**src/rtl/counter_datachk.sv**
```systemverilog
// Receive-side checker for the 8-bit incrementing counter stream: finds the bit rotation that
// aligns the words, tracks lock, and counts word/bit errors while locked.
module counter_datachk #(
    parameter int unsigned LOCK_THRESH   = 16,
    parameter int unsigned UNLOCK_THRESH = 4,
    parameter int unsigned ERR_W         = 16
) (
    input  logic             i_clk,
    input  logic             i_rst,
    input  logic             i_data_valid,
    input  logic [7:0]       i_data_in,
    input  logic             i_clear,
    output logic             o_locked,
    output logic [2:0]       o_rot,
    output logic [ERR_W-1:0] o_word_err_cnt,
    output logic [ERR_W-1:0] o_bit_err_cnt,
    output logic [7:0]       o_lock_loss_cnt,
    output logic             o_err_pulse
);

    typedef enum logic {StSearch, StLocked} state_e;

    // Sum is wide enough for an ERR_W count plus a popcount of up to 8.
    localparam int unsigned SUM_W = ((ERR_W > 4) ? ERR_W : 4) + 1;
    localparam logic [ERR_W-1:0] ERR_MAX = '1;

    state_e           r_state;
    logic [2:0]       r_rot;
    logic             r_have_prev;
    logic [7:0]       r_prev;
    logic [7:0]       r_match_cnt;
    logic [7:0]       r_miss_cnt;
    logic [7:0]       r_expected;
    logic [ERR_W-1:0] r_word_err;
    logic [ERR_W-1:0] r_bit_err;
    logic [7:0]       r_lock_loss;
    logic             r_err_pulse;

    logic [15:0]      w_dbl;
    logic [7:0]       w_aligned;
    logic [7:0]       w_diff;
    logic [3:0]       w_popcnt;
    logic [SUM_W-1:0] w_bit_sum;
    logic [ERR_W-1:0] w_bit_next;
    logic [ERR_W-1:0] w_word_next;
    logic [7:0]       w_match_inc;
    logic [7:0]       w_miss_inc;

    // Rotate-left: the upper byte of the doubled word shifted by rot.
    assign w_dbl     = {i_data_in, i_data_in} << r_rot;
    assign w_aligned = w_dbl[15:8];
    assign w_diff    = w_aligned ^ r_expected;

    always_comb begin
        w_popcnt = 4'd0;
        for (int i = 0; i < 8; i++) begin
            w_popcnt = w_popcnt + 4'(w_diff[i]);
        end
    end

    assign w_bit_sum   = SUM_W'(r_bit_err) + SUM_W'(w_popcnt);
    assign w_bit_next  = (w_bit_sum > SUM_W'(ERR_MAX)) ? ERR_MAX : w_bit_sum[ERR_W-1:0];
    assign w_word_next = (r_word_err == ERR_MAX) ? r_word_err : r_word_err + ERR_W'(1);
    assign w_match_inc = r_match_cnt + 8'd1;
    assign w_miss_inc  = r_miss_cnt + 8'd1;

    always_ff @(posedge i_clk or posedge i_rst) begin
        if (i_rst) begin
            r_state     <= StSearch;
            r_rot       <= 3'd0;
            r_have_prev <= 1'b0;
            r_prev      <= 8'd0;
            r_match_cnt <= 8'd0;
            r_miss_cnt  <= 8'd0;
            r_expected  <= 8'd0;
            r_word_err  <= '0;
            r_bit_err   <= '0;
            r_lock_loss <= 8'd0;
            r_err_pulse <= 1'b0;
        end else begin
            r_err_pulse <= 1'b0;
            if (i_data_valid) begin
                unique case (r_state)
                    StSearch: begin
                        if (!r_have_prev) begin
                            r_prev      <= w_aligned;
                            r_have_prev <= 1'b1;
                        end else if (w_aligned == r_prev + 8'd1) begin
                            r_match_cnt <= w_match_inc;
                            r_prev      <= w_aligned;
                            if (w_match_inc == 8'(LOCK_THRESH - 1)) begin
                                r_state    <= StLocked;
                                r_expected <= w_aligned + 8'd1;
                                r_miss_cnt <= 8'd0;
                            end
                        end else begin
                            // Drop this word and retry the next rotation from scratch.
                            r_match_cnt <= 8'd0;
                            r_have_prev <= 1'b0;
                            r_rot       <= r_rot + 3'd1;
                        end
                    end
                    StLocked: begin
                        r_expected <= r_expected + 8'd1;
                        if (w_aligned == r_expected) begin
                            r_miss_cnt <= 8'd0;
                        end else begin
                            r_err_pulse <= 1'b1;
                            r_word_err  <= w_word_next;
                            r_bit_err   <= w_bit_next;
                            r_miss_cnt  <= w_miss_inc;
                            if (w_miss_inc == 8'(UNLOCK_THRESH)) begin
                                r_state     <= StSearch;
                                r_have_prev <= 1'b0;
                                r_match_cnt <= 8'd0;
                                if (r_lock_loss != 8'hFF) begin
                                    r_lock_loss <= r_lock_loss + 8'd1;
                                end
                            end
                        end
                    end
                    default: ;
                endcase
            end
            if (i_clear) begin
                r_word_err  <= '0;
                r_bit_err   <= '0;
                r_lock_loss <= 8'd0;
            end
        end
    end

    assign o_locked        = (r_state == StLocked);
    assign o_rot           = r_rot;
    assign o_word_err_cnt  = r_word_err;
    assign o_bit_err_cnt   = r_bit_err;
    assign o_lock_loss_cnt = r_lock_loss;
    assign o_err_pulse     = r_err_pulse;

endmodule

```
**config.mk**
```make
export PLATFORM = sky130hd
export DESIGN_NAME = counter_datachk
export DESIGN_NICKNAME = d
export VERILOG_FILES = /design/src/rtl/counter_datachk.sv
export SDC_FILE = /design/constraint.sdc
export NUM_CORES = 1
export LEC_CHECK = 0
export CAP_MARGIN = 20
export CORE_ASPECT_RATIO = 1.5
export CORE_UTILIZATION = 45
export DETAILED_ROUTE_END_ITERATION = 7
export PLACE_DENSITY_LB_ADDON = 0.3
export SLEW_MARGIN = 20
export SYNTH_ARGS = -nofsm -noshare
export SYNTH_HDL_FRONTEND = slang
export SYNTH_SLANG_ARGS = --single-unit
export TNS_END_PERCENT = 20
```
**constraint.sdc**
```tcl
create_clock -name i_clk -period 10.05 [get_ports i_clk]
set_input_delay 1.5075 -clock i_clk [delete_from_list [all_inputs] [get_ports i_clk]]
set_output_delay 1.5075 -clock i_clk [all_outputs]
set_load 0.005 [all_outputs]
```
==> results summary <==
The clock tree from TritonCTS is built. The filler cells instantiated in the layout total roughly 1100. The pin count of the biggest net entering global routing is 79. The number of enable-type register cells in the synthesized netlist came out at 0. Setup repair after global routing left no endpoint under its margin.

The mean area per synthesized cell is between 9 and 10 µm². Synthesis inferred between 70 and 80 register bits. The number of core rows came out at 48.

Measured against its own limit, the worst slew margin works out to 0.380. The first-iteration detailed-routing DRC count is ~190. The initial utilization of the core area, before any placement, comes to 0.462. The largest fanout of any net on the critical path came out at 11. In this run the most critical hold path is launched from r_miss_cnt[7]. The path class of the tightest hold or removal check is flip-flop to flip-flop. The top flip-flop cell by instance count after synthesis is dfrtp_1. The count of cell types in the netlist came out at 63. The HPWL reported at the end of detailed placement is 8950 µm. The antenna diode count came out at 0. The worst setup slack after layout came out at approximately 3.5 ns.

The post-detailed-route via-to-cell ratio is just under 6. For the final routed database, the setup TNS stands at 0 ns. The critical path goes through clkdlybuf4s50_1 > mux4_1 > mux2i_4 > xnor2_1 > fa_1 > fa_1 > fa_1 > inv_1 > fa_1 > fa_1 > a21o_1 > a21oi_1 > nor2b_1 > and3_1 > nand4_1 > nand4_1 > o21ai_0 > nor3_1. Among the stages of the critical path, the cell type that occurs most often is fa_1. The wire length reported by the detailed router is about 12000 µm. The final period demand of the worst path is ~6.6 ns. CTS placed an instance of clkbuf_16 at the clock tree root. The placement-stage worst setup slack came out at a little over 3 ns. The final number of hold-violating endpoints is 0. Leaving out fill and tap cells, the most frequent cell in the layout is dfrtp_1. The number of detailed-route iterations in the first pass came out at 5. The leakage power came out at about 2.7 nW.

Setup violations remaining at the end of the flow were counted as 0. Data arrives at the worst endpoint at slightly below 7 ns. The fraction of synthesized cell area taken by the top area cell type is 0.367. Detailed routing inserted a total of ~4500 vias. The transition at the pin with the smallest max-transition slack is around 0.91 ns. The number of buffers and inverters on the critical path is 2.

After the last flow step, the layout net total stands at 643. The critical setup path kind is primary input to flip-flop. The number of max-slew violations in the final report is 0. In this run the worst setup path begins at i_data_in[6]. The largest stage delay on the critical path came out at approximately 0.64 ns. Counting flops with an async set or reset pin after synthesis yields a share of 1.00. When the netlist entered floorplanning its net count stood at between 500 and 600. The mapped cell area came out at approximately 5300 µm².

The signed area change from the synthesized netlist to the final layout came out at 17.8%. The global router's overall resource usage is 0.216. The placed instances occupy a cell area of just under 6000 µm². In this design, the largest share of critical-path delay is due to adder cells. The wire length of the first global-routing pass is approximately 21000 µm. The count of buffers inserted at the top-level ports came out at 56. The tree built by TritonCTS fans out to about 80 sinks. The number of hold-repair buffers added at the cts stage came out at 0. During synthesis, Yosys emitted a total of 0 warnings. The horizontal die dimension is around 90 µm.

The area of the core region came out at around 12000 µm². The via count of the first global-routing pass is between 4000 and 5000. For this design, the slowest cell found on the critical path is mux4_1. The worst hold margin came out at 0.522 ns. The clock transition at the registers of the reported paths came out at 0.06 ns. The worst clock skew came out at 0.00675 ns.

The post-route antenna net violation count came out at 0. Across the run, the number of max-cap violations was 0. The total die area is 12300 µm². The synthesized design spends more area on one cell type than any other, namely dfrtp_1. The clock latency on the worst-skew pair came out at approximately 0.34 ns.

Static timing analysis puts the maximum clock frequency at 152 MHz. The cell area after layout came out at 6270 µm². Synthesis produced a netlist whose cell count is between 500 and 600. Pin placement for this block handled between 50 and 60 I/O pins.

VDD sags by at most approximately 0.29 mV. The run finished with clean final reports. The number of antenna violations at the first check in global routing is 0. Data on the critical path is required at its endpoint by 10.26 ns. In this run the critical register-to-register path is launched from o_rot[0]. The maximum clock insertion buffer count is 2. Dividing total power by cell area gives a power density of about 330 nW/µm². The sequential area share after synthesis is 0.367. At the end of routability-driven placement, the weighted congestion stood at around 0.87. The floorplan die height came out at ~140 µm. The total area of multi-input combinational cells came out at ~3100 µm². In the layout the commonest cells are dfrtp_1, nor2_1, clkdlybuf4s50_1, nand2_1, inv_1.

Post-CTS timing repair inserted 0 buffers for setup. The total congestion overflow is 0. The critical path capture point type is a flip-flop.

Ranked by total cell area, the synthesized netlist is headed by dfrtp_1, nor2_1, nand2_1. The part of the cycle the worst path needs is 0.656. After clock tree synthesis, the repair step resized 0 gates. The per-cell routed wire length came out at around 16 µm. STA classifies the critical path startpoint as a primary input. The level count of the clock H-tree is 3. The clock buffer count from CTS came out at 9.

The area occupied by registers came out at 1950 µm². The share of layout cells above drive strength 1 is 0.0778. In the routed design, unresolved DRC markers number 0.
==> routing by layer <==
metal  routed length (µm)  part of all wire  up-vias  track usage
li1                     -                 -     2139            -
met1                 5060              0.40     2181        0.248
met2                 6280              0.50      115        0.371
met3                  523             0.042       31       0.0387
met4                  629             0.050        0        0.141
met5                    0                 0        -            0
==> path summary, 6_finish.rpt <==
path                                           end  slack, ns  cells past startpoint
worst max-delay path              o_bit_err_cnt[7]       3.45                     18
worst max register to register    o_bit_err_cnt[7]       4.08                     17
worst min register to register       r_miss_cnt[7]       0.52                      1
worst min-delay path                 r_miss_cnt[7]       0.52                      1
max in group asynchronous        o_bit_err_cnt[11]       7.87                      3
min in group asynchronous       o_lock_loss_cnt[5]       1.68                      3
==> flip-flops by register name, indices dropped and copies added, names as in the netlist, 3 cells and up <==
name and count:
o_bit_err_cnt 16, o_word_err_cnt 16, o_lock_loss_cnt 8, r_expected 8, r_match_cnt 8, r_miss_cnt 8, r_prev 8, o_rot 3
==> cell type report <==
class	instances	share of cell area
clock buffer	10	0.0381
clock inverter	6	0.0110
inverter	34	0.0204
multi-input combinational	430	0.496
sequential	78	0.311
tap	150	0.0299
timing repair buffer	59	0.0936
==> report_power, final <==
| group | switching (mW) | total [mW] | internal [mW] |
|---|---|---|---|
| combinational | 0.669 | 1.23 | 0.560 |
| sequential | 0.116 | 0.494 | 0.378 |
| clock | 0.134 | 0.334 | 0.200 |
| total | 0.919 | 2.06 | 1.14 |
==> stage by stage <==
step | cells | utilization | power, mW
after global placement | 751 | 0.517 | 1.68
after detailed placement | 751 | 0.517 | 1.72
after global routing | 767 | 0.544 | 2.25
after floorplan | 568 | - | 1.43
final | 767 | 0.544 | 2.06
after CTS | 767 | 0.543 | 2.07
==> kinds of logic after synthesis <==
group,Yosys count,share of synthesized area
and+or+nand+nor,223,0.208
AOI/OAI and AO/OA,102,0.133
DFF,78,0.367
buffers and inverters,60,0.0517
xor gates and xnor gates,43,0.0733
muxes,43,0.116
adders and majority gates,19,0.0517
==> cells in the mapped netlist (all sizes together) (6+ instances only) <==
master	count
xor2	23
nand4	14
mux4	7
and3	13
a311oi	8
ha	14
xnor2	19
mux2i	23
nand3	32
dfrtp	78
mux2	13
o22ai	6
nand2	56
inv	34
clkbuf	16
or3	11
nor3	11
a31oi	13
o21ai	20
a21oi	16
nor2	57
and2	7
buf	10
==> worst register-to-register path, stage by stage, from the launching register on <==
cell     delay (ns)
dfrtp_1        0.92
mux4_1         0.76
mux2i_4        0.31
xnor2_1        0.21
fa_1           0.47
fa_1           0.46
fa_1           0.49
inv_1          0.05
fa_1           0.41
fa_1           0.42
a21o_1         0.19
a21oi_1        0.17
nor2b_1        0.09
and3_1         0.23
nand4_1        0.34
nand4_1        0.14
o21ai_0        0.10
nor3_1         0.06
(Power assumes the default switching activity.)
